===== src/rtl/signal_pkg.sv =====
// Shared light encoding and fault codes for the signal controller and its
// conflict monitor.
package signal_pkg;

   typedef logic [1:0] light_t;

   localparam light_t RED     = 2'd0;
   localparam light_t YELLOW  = 2'd1;
   localparam light_t GREEN   = 2'd2;
   localparam light_t INVALID = 2'd3;

   // Listed in recording priority: lower value wins when several coincide.
   typedef enum logic [2:0] {
      NONE         = 3'd0,
      BAD_CODE     = 3'd1,
      CONFLICT     = 3'd2,
      BAD_SEQ      = 3'd3,
      SHORT_YELLOW = 3'd4,
      SHORT_CLEAR  = 3'd5,
      STUCK_YELLOW = 3'd6
   } fault_t;

   // Only G->Y, Y->R, R->G (or no change) are legal lamp transitions.
   function automatic logic is_bad_seq(light_t prev, light_t cur);
      return ((prev == GREEN)  && (cur == RED))    ||
             ((prev == YELLOW) && (cur == GREEN))  ||
             ((prev == RED)    && (cur == YELLOW));
   endfunction

endpackage


===== src/rtl/signal_side_tracker.sv =====
// Per-side observer: remembers the previous lamp code and how long the side
// has shown YELLOW, and flags every per-side rule violation for this sample.
module signal_side_tracker
   import signal_pkg::*;
#(
   parameter int MIN_YELLOW = 3,
   parameter int MAX_YELLOW = 8
) (
   input  logic       clock,
   input  logic       clear_n,
   input  logic [1:0] code,
   output logic       bad_code,
   output logic       bad_seq,
   output logic       short_yellow,
   output logic       stuck_yellow,
   output logic       red_to_green,
   output logic       not_red
);

   localparam int DW = $clog2(MAX_YELLOW + 1);
   localparam logic [DW-1:0] DWELL_MAX = DW'(MAX_YELLOW);
   localparam logic [DW-1:0] DWELL_MIN = DW'(MIN_YELLOW);

   light_t          prev_q;
   logic [DW-1:0]   dwell_q;
   logic [DW-1:0]   dwell_d;

   // Yellow dwell: count consecutive YELLOW samples, saturating at MAX_YELLOW.
   always_comb begin
      dwell_d = '0;
      if (code == YELLOW) begin
         if (prev_q != YELLOW)          dwell_d = DW'(1);
         else if (dwell_q == DWELL_MAX) dwell_d = dwell_q;
         else                           dwell_d = dwell_q + 1'b1;
      end
   end

   // Previous code starts as RED so the first RED->GREEN after reset is legal.
   always_ff @(posedge clock or negedge clear_n) begin
      if (!clear_n) begin
         prev_q  <= RED;
         dwell_q <= '0;
      end else begin
         // NOTE: non-blocking so every register samples pre-edge values.
         prev_q  <= code;
         dwell_q <= dwell_d;
      end
   end

   assign bad_code     = (code == INVALID);
   assign bad_seq      = is_bad_seq(prev_q, code);
   assign short_yellow = (prev_q == YELLOW) && (code == RED)    && (dwell_q <  DWELL_MIN);
   assign stuck_yellow = (prev_q == YELLOW) && (code == YELLOW) && (dwell_q >= DWELL_MAX);
   assign red_to_green = (prev_q == RED)    && (code == GREEN);
   assign not_red      = (code != RED);

endmodule


===== src/rtl/signal_monitor.sv =====
// Conflict monitor: watches both lamp codes every clock, latches the first
// violation and drives a flash signal for the fail-safe red-flash driver.
module signal_monitor
   import signal_pkg::*;
#(
   parameter int MIN_YELLOW = 3,
   parameter int MAX_YELLOW = 8,
   parameter int MIN_CLEAR  = 2,
   parameter int FLASH_HALF = 4
) (
   input  logic       clock,
   input  logic       clear_n,
   input  logic [1:0] hwy,
   input  logic [1:0] cntry,
   input  logic       ack,
   output logic       fault,
   output logic [2:0] fault_code,
   output logic       flash
);

   localparam int AW = $clog2(MIN_CLEAR + 1);
   localparam int FW = $clog2(FLASH_HALF + 1);
   localparam logic [AW-1:0] CLEAR_SAT  = AW'(MIN_CLEAR);
   localparam logic [FW-1:0] FLASH_LAST = FW'(FLASH_HALF - 1);

   logic h_bad_code, h_bad_seq, h_short_y, h_stuck_y, h_r2g, h_not_red;
   logic c_bad_code, c_bad_seq, c_short_y, c_stuck_y, c_r2g, c_not_red;

   signal_side_tracker #(.MIN_YELLOW(MIN_YELLOW), .MAX_YELLOW(MAX_YELLOW)) u_hwy (
      .clock        (clock),
      .clear_n      (clear_n),
      .code         (hwy),
      .bad_code     (h_bad_code),
      .bad_seq      (h_bad_seq),
      .short_yellow (h_short_y),
      .stuck_yellow (h_stuck_y),
      .red_to_green (h_r2g),
      .not_red      (h_not_red)
   );

   signal_side_tracker #(.MIN_YELLOW(MIN_YELLOW), .MAX_YELLOW(MAX_YELLOW)) u_cntry (
      .clock        (clock),
      .clear_n      (clear_n),
      .code         (cntry),
      .bad_code     (c_bad_code),
      .bad_seq      (c_bad_seq),
      .short_yellow (c_short_y),
      .stuck_yellow (c_stuck_y),
      .red_to_green (c_r2g),
      .not_red      (c_not_red)
   );

   logic            both_red;
   logic [AW-1:0]   allred_q, allred_d;
   fault_t          viol;
   logic            fault_q, fault_d;
   fault_t          code_q, code_d;
   logic            flash_q, flash_d;
   logic [FW-1:0]   fcnt_q, fcnt_d;

   assign both_red = !h_not_red && !c_not_red;

   // All-red clearance counter, saturating at MIN_CLEAR.
   always_comb begin
      allred_d = '0;
      if (both_red) allred_d = (allred_q == CLEAR_SAT) ? allred_q : allred_q + 1'b1;
   end

   // Priority encode: only the most severe violation of this sample is kept.
   always_comb begin
      // NOTE: default first so no path leaves viol unassigned (no latch).
      viol = NONE;
      if (h_bad_code || c_bad_code)                   viol = BAD_CODE;
      else if (h_not_red && c_not_red)                viol = CONFLICT;
      else if (h_bad_seq || c_bad_seq)                viol = BAD_SEQ;
      else if (h_short_y || c_short_y)                viol = SHORT_YELLOW;
      else if ((h_r2g || c_r2g) && (allred_q < CLEAR_SAT)) viol = SHORT_CLEAR;
      else if (h_stuck_y || c_stuck_y)                viol = STUCK_YELLOW;
   end

   // Fault latch and flash generator: first fault sticks until a clean acked all-red.
   always_comb begin
      fault_d = fault_q;
      code_d  = code_q;
      flash_d = flash_q;
      fcnt_d  = fcnt_q;
      if (!fault_q) begin
         if (viol != NONE) begin
            fault_d = 1'b1;
            code_d  = viol;
            flash_d = 1'b1;
            fcnt_d  = '0;
         end
      end else if ((viol == NONE) && ack && both_red) begin
         fault_d = 1'b0;
         code_d  = NONE;
         flash_d = 1'b0;
         fcnt_d  = '0;
      end else if (fcnt_q == FLASH_LAST) begin
         fcnt_d  = '0;
         flash_d = ~flash_q;
      end else begin
         fcnt_d  = fcnt_q + 1'b1;
      end
   end

   // State registers; the clearance counter starts saturated.
   always_ff @(posedge clock or negedge clear_n) begin
      if (!clear_n) begin
         allred_q <= CLEAR_SAT;
         fault_q  <= 1'b0;
         code_q   <= NONE;
         flash_q  <= 1'b0;
         fcnt_q   <= '0;
      end else begin
         allred_q <= allred_d;
         fault_q  <= fault_d;
         code_q   <= code_d;
         flash_q  <= flash_d;
         fcnt_q   <= fcnt_d;
      end
   end

   assign fault      = fault_q;
   assign fault_code = code_q;
   assign flash      = flash_q;

endmodule


===== config.mk =====
export PLATFORM = sky130hd
export DESIGN_NAME = signal_monitor
export DESIGN_NICKNAME = d
export VERILOG_FILES = /design/src/rtl/signal_pkg.sv /design/src/rtl/signal_side_tracker.sv /design/src/rtl/signal_monitor.sv
export SDC_FILE = /design/constraint.sdc
export NUM_CORES = 1
export LEC_CHECK = 0
export CAP_MARGIN = 40
export CORE_MARGIN = 5
export CORE_UTILIZATION = 35
export CTS_CLUSTER_SIZE = 8
export DETAILED_ROUTE_END_ITERATION = 16
export PLACE_DENSITY = 0.55
export SYNTH_ARGS = -nofsm -noshare
export SYNTH_HDL_FRONTEND = slang
export SYNTH_SLANG_ARGS = --single-unit

===== constraint.sdc =====
create_clock -name clock -period 5.9 [get_ports clock]
set_clock_uncertainty 0.05 [all_clocks]
set_input_delay 0.59 -clock clock [delete_from_list [all_inputs] [get_ports clock]]
set_output_delay 0.59 -clock clock [all_outputs]
set_load 0.05 [all_outputs]

==> results of run 1 <==
-- stage by stage --
| stage | power [W] | hold WS, ns | setup slack [ns] |
|---|---|---|---|
| final | 0.000325 | 0.488 | 3.22 |
| after CTS | 0.000331 | 0.494 | 3.23 |
| after global placement | 0.000246 | 0.444 | 2.93 |
| after floorplan | 0.000218 | 0.244 | 3.58 |
| after detailed placement | 0.000247 | 0.461 | 2.89 |
| after global routing | 0.000344 | 0.538 | 3.10 |
-- registers in the layout (all words and copies together), names as in the netlist --
signal	cells
u_hwy.prev_q	2
u_cntry.dwell_q	4
allred_q	2
fcnt_q	3
flash	1
fault	1
u_cntry.prev_q	2
fault_code	3
u_hwy.dwell_q	4
-- worst register-to-register path, cell delays in order (launching register included) --
cell,delay (ns)
dfrtp_1,0.44
nor4b_1,0.17
or4_1,0.51
or3_4,0.36
nor3_4,0.28
o21ai_1,0.08
and3_1,0.20
-- routing by layer --
layer  wire length (µm)  up-vias  global-route usage [%]
met1               1110      483                    13.8
met2               1100       16                    17.7
met4                 18        0                    1.95
met3                 72        4                    2.32
met5                  0        -                       0
li1                   -      493                       -
-- final timing paths --
check	from	end	slack [ns]	cells past startpoint
max	cntry[0]	fcnt_q[2]$_DFFE_PN0P_	3.22	7
min	fcnt_q[2]$_DFFE_PN0P_	fcnt_q[2]$_DFFE_PN0P_	0.49	1
max reg2reg	u_cntry.prev_q[1]$_DFF_PN0_	fcnt_q[2]$_DFFE_PN0P_	3.71	6
min reg2reg	fcnt_q[2]$_DFFE_PN0P_	fcnt_q[2]$_DFFE_PN0P_	0.49	1
max in group asynchronous	clear_n	fcnt_q[2]$_DFFE_PN0P_	4.83	2
min in group asynchronous	clear_n	u_hwy.prev_q[0]$_DFF_PN0_	0.53	1
-- cell usage in the layout, fill, tap and decap left out, types with 2 or more instances in the layout --
cell             instances
a21oi_1                  5
a22oi_1                  2
and3_1                   2
clkbuf_4                 3
clkdlybuf4s50_1         11
dfrtp_1                 21
ha_1                     6
inv_1                    7
nand2_1                 12
nand2b_1                 3
nand3_1                  6
nor2_1                  11
nor2b_1                  4
nor3_1                   2
nor4b_1                  4
o21ai_0                  5
o21ai_1                  2
o22ai_1                  2
or2_1                    2
xnor2_1                  2
xor2_1                   3
-- cell families after synthesis --
kind of cell,count (synthesis),share of synthesized area [%]
AND/OR/NAND/NOR,59,27.8
AO/OA/AOI/OAI,27,14.7
flip-flops,22,44.5
buffers and inverters,8,2.42
adder cells (fa/ha/maj),6,6.06
XOR/XNOR,5,3.54
multiplexers,1,0.909
-- report_power, final --
group / leakage (nW) / total, W / switching (W) / internal, W
sequential: 0.282 / 0.000169 / 0.00000846 / 0.000160
clock: 0.0210 / 0.0000816 / 0.0000440 / 0.0000376
combinational: 0.322 / 0.0000745 / 0.0000451 / 0.0000294
total: 0.625 / 0.000325 / 0.0000976 / 0.000228
-- area by class of cell --
class	count	share of cell area, %
Multi-Input combinational cell	98	45.2
Timing Repair Buffer	12	8.61
Inverter	7	1.81
Tap cell	46	3.96
Sequential cell	22	38.0
Clock buffer	4	2.50
==> flow_summary.json, run 1 <==
{
  "run_status": "finished, final reports clean",
  "rsz0062_at_grt": "no",
  "dp.cells": 185,
  "crit_fanout": 9,
  "placed_area_um2": 1420,
  "grt_usage_pct": 10.5,
  "maxSlewHeadroom_pct": 48.5,
  "critPathArrivalTime_ns": 2.83,
  "drive_gt1_share_pct": 7.69,
  "grt_max_degree": 17,
  "fin_util_pct": 42.9,
  "vias": 996,
  "vias_per_cell": 5.27,
  "setup_viol": 0,
  "cts_hold_buf": 0,
  "synth_cell_types": 46,
  "period_minus_slack_ns": 2.68,
  "hold_path_class": "reg -> reg",
  "clkSinkCount": 22,
  "final_net_count": 157,
  "peakVddDrop_mv": 0.0701,
  "synth_area_leader_cell": "dfrtp_1",
  "antenna_found_initial": 0,
  "clockBufferDepth": 2,
  "layout.cells.non_filler": 189,
  "ys_ff_latch": 22,
  "async_flop_share_pct": 100,
  "clkTransAtPathRegs_ns": 0.11,
  "syn_nets": 141,
  "cts_resized": 0,
  "cts_setup_buffers": 0,
  "synth.most_common_cell": "dfrtp_1",
  "antenna_cells": 0,
  "cts_tree": "done",
  "globalRouteOverflowTotal": 0,
  "clock_latency_ns": 0.30,
  "die_h_um": 69.5,
  "cap_violations": 0,
  "die_area_um2": 4830,
  "rows": 21,
  "critPathMaxStageDelay_ns": 0.52,
  "synth_top_area_share_pct": 42.4,
  "avgSynthCellArea_um2": 9.68,
  "fin_crit_sh_pct": 45.4,
  "synthTopCellsByArea": "dfrtp_1 (42%), ha_1 (6.1%), nand2_1 (3.6%)",
  "end_kind": "register",
  "fp.dieW_um": 69.5,
  "gp_congestion": 0.731,
  "synth_area_um2": 1240,
  "critPathTopFamily": "simple AND/OR/NAND/NOR gates",
  "synthCells": 128,
  "required_ns": 6.05,
  "synth_top_flop_cell": "dfrtp_1",
  "fmax_mhz": 373,
  "grt_pass1_wl_mm": 4.33,
  "postRouteAntennaNets": 0,
  "syn_to_final_growth_pct": 17.4,
  "synth-edff-count": 0,
  "powerDensity_nw_per_um2": 224,
  "wl_mm": 2.30,
  "ys_seq_area_share_pct": 44.5,
  "yosys_warnings": 0,
  "fillers": 334,
  "root_buffer": "clkbuf_4",
  "ctsHtreeMaxLevel": 1,
  "regArea_um2": 552,
  "power.leakage_nw": 0.625,
  "hold_viol_final": 0,
  "crit_path_cell_trace": "clkdlybuf4s50_1 -> a22o_1 -> or4_1 -> or3_4 -> nor3_4 -> o21ai_1 -> and3_1",
  "ios": 12,
  "critPathKind": "in -> reg",
  "wl_per_cell_um": 12.2,
  "drt_iter0_markers": 40,
  "stdcell_area_um2": 1450,
  "setup_tns_ns": 0,
  "netlist_top_cells_count": "dfrtp_1 (21), nand2_1 (12), nor2_1 (11), inv_1 (7)",
  "start_kind": "primary input",
  "drtPass1Iterations": 4,
  "start_util_pct": 36.5,
  "max_slew.worst_pin.slew_ns": 0.763,
  "grt_pass1_vias": 1009,
  "drc_errors": 0,
  "critPathBufInv": 1,
  "place_hpwl_mm": 1.84,
  "slowest_stage": "clkdlybuf4s50_1",
  "multiInputGateArea_um2": 657,
  "core_area_um2": 3390,
  "finalMaxSlewViolations": 0,
  "io_buffers": 11,
  "cts_made_buffers": 3
}
(Power assumes the default switching activity.)
==> inputs of run 2 (changes only) <==
--- a/config.mk
+++ b/config.mk
@@ -10,7 +10,7 @@
 export CORE_UTILIZATION = 35
 export CTS_CLUSTER_SIZE = 8
 export DETAILED_ROUTE_END_ITERATION = 16
-export PLACE_DENSITY = 0.55
+export PLACE_DENSITY = 0.57
 export SYNTH_ARGS = -nofsm -noshare
 export SYNTH_HDL_FRONTEND = slang
 export SYNTH_SLANG_ARGS = --single-unit
==> constraint.sdc (replaced) <==
create_clock -name clock -period 2.4 [get_ports clock]
set_clock_uncertainty 0.05 [all_clocks]
set_input_delay 0.24 -clock clock [delete_from_list [all_inputs] [get_ports clock]]
set_output_delay 0.24 -clock clock [all_outputs]
set_load 0.05 [all_outputs]
==> run 2 against run 1 <==
Effect of this change: design area rose by 5.8%; die area unchanged; register-to-register slack lost 3.5 ns; sequential share of layout area is 2.1 points lower; combinational power grew to 2.6 times the previous value; via count up 2.5%; final cell count rose by 5.3%; sequential power is 140% higher; largest power group unchanged; critical path depth unchanged.
==> flow_summary.json, run 2 (synthesized netlist as in run 1, its figures left out) <==
{
  "crit_path_cell_trace": "clkdlybuf4s50_1 -> nor4b_1 -> or4_1 -> or3_4 -> nor3_4 -> or2_1 -> o22ai_1",
  "layout_common_cells": "dfrtp_1 (21), nand2_1 (12), nor2_1 (11), clkdlybuf4s50_1 (11), buf_4 (11)",
  "peakVddDrop_mv": 0.221,
  "layout_commonest_cell": "dfrtp_1",
  "whs_ns": 0.220,
  "ios": 12,
  "vias": 1021,
  "cap_violations": 0,
  "hold_path_class": "in -> async",
  "drc_errors": 0,
  "start_util_pct": 36.5,
  "syn_to_final_growth_pct": 24.1,
  "drive_gt1_share_pct": 13.7,
  "antenna_cells": 0,
  "powerDensity_nw_per_um2": 582,
  "critPathTopFamily": "simple AND/OR/NAND/NOR gates",
  "globalRouteOverflowTotal": 0,
  "core_area_um2": 3390,
  "fmax_mhz": 449,
  "fin_crit_sh_pct": 92.8,
  "cts_made_buffers": 3,
  "fin_util_pct": 45.4,
  "finalPower_w": 0.000894,
  "met3_usage_pct": 2.03,
  "run_status": "finished, final reports clean",
  "end_kind": "register",
  "die_h_um": 69.5,
  "critPathMaxStageDelay_ns": 0.51,
  "clock_latency_ns": 0.31,
  "grt_pass1_wl_mm": 4.42,
  "ctsHtreeMaxLevel": 1,
  "layout.cells.non_filler": 199,
  "dp.cells": 195,
  "drtPass1Iterations": 4,
  "grt_usage_pct": 11.1,
  "gp_congestion": 0.814,
  "drt_iter0_markers": 22,
  "max_slew.worst_pin.slew_ns": 0.553,
  "top_usage_layer": "met2",
  "clockBufferDepth": 2,
  "rsz0062_at_grt": "no",
  "wl_mm": 2.55,
  "start_kind": "primary input",
  "met1_usage_pct": 14.7,
  "grt_max_degree": 17,
  "critPathArrivalTime_ns": 2.37,
  "critPathBufInv": 1,
  "rows": 21,
  "cts_tree": "done",
  "finalMaxSlewViolations": 0,
  "cts_resized": 0,
  "cts_setup_buffers": 0,
  "hold_viol_final": 0,
  "place_hpwl_mm": 2.01,
  "power.leakage_nw": 0.679,
  "vias_per_cell": 5.13,
  "wl_per_cell_um": 12.8,
  "final_net_count": 167,
  "io_buffers": 11,
  "grt_pass1_vias": 1004,
  "setup_viol": 0,
  "critPathKind": "in -> reg",
  "die_area_um2": 4830,
  "required_ns": 2.54,
  "setup_tns_ns": 0,
  "postRouteAntennaNets": 0,
  "reg.largest.list": "u_cntry.dwell_q x4, u_hwy.dwell_q x4",
  "clkSinkCount": 22,
  "use_met2_pct": 18.0,
  "maxSlewHeadroom_pct": 62.7,
  "fp.dieW_um": 69.5,
  "slowest_stage": "clkdlybuf4s50_1",
  "period_minus_slack_ns": 2.23,
  "cts_hold_buf": 0,
  "root_buffer": "clkbuf_4",
  "antenna_found_initial": 0,
  "clkTransAtPathRegs_ns": 0.14,
  "crit_fanout": 8
}
## run 2: changes by cell type in the layout (fill, tap and decap cells not counted), sizes merged
| cell | delta |
|---|---|
| buf | +10 |
| bufinv | +1 |
| clkbuf | -1 |
## run 2: cell type report
cell class / instances / area (µm²)
clock buffer: 3 / 22.5
clock inverter: 1 / 30.0
fill: 326 / 1850
inverter: 7 / 26.3
multi-input combinational: 98 / 657
sequential: 22 / 552
tap: 46 / 57.6
timing repair buffer: 22 / 193
## run 2: per-layer routing
layer,routed length [µm],vias up,share of wire [%]
li1,-,517,-
met1,1220,474,48
met2,1220,26,48
met3,87,4,3.4
met4,17,0,0.67
met5,0,-,0
## run 2: through the flow
| stage | cell area, µm² | worst slack (ns) |
|---|---|---|
| after floorplan | 1240 | 0.348 |
| after global placement | 1490 | -0.141 |
| after detailed placement | 1490 | -0.164 |
| after CTS | 1540 | 0.190 |
| after global routing | 1540 | 0.0738 |
| final | 1540 | 0.174 |
## run 2: power breakdown
group          internal [W]  leakage [nW]  switching, W
combinational     0.0000806         0.369      0.000114
sequential         0.000394         0.282     0.0000193
clock              0.000169        0.0279      0.000118
total              0.000644         0.679      0.000251
## run 2: path summary, 6_finish.rpt
check | to | startpoint | slack (ns) | cells past startpoint
setup / recovery | fcnt_q[1]$_DFFE_PN0P_ | hwy[0] | 0.17 | 7
hold / removal | u_cntry.dwell_q[1]$_DFFE_PN0P_ | clear_n | 0.22 | 1
setup reg to reg | fcnt_q[1]$_DFFE_PN0P_ | u_cntry.prev_q[1]$_DFF_PN0_ | 0.23 | 6
hold reg to reg | fcnt_q[2]$_DFFE_PN0P_ | fcnt_q[2]$_DFFE_PN0P_ | 0.49 | 1
max in group asynchronous | fault_code[1]$_DFFE_PN0P_ | clear_n | 1.50 | 2
min in group clock | u_cntry.prev_q[1]$_DFF_PN0_ | cntry[1] | 0.44 | 1
## run 2: worst reg2reg max path: stages (launching register included)
cell and delay, ns:
dfrtp_1 0.44, nor4b_1 0.18, or4_1 0.50, or3_4 0.36, nor3_4 0.27, or2_1 0.17
o22ai_1 0.09
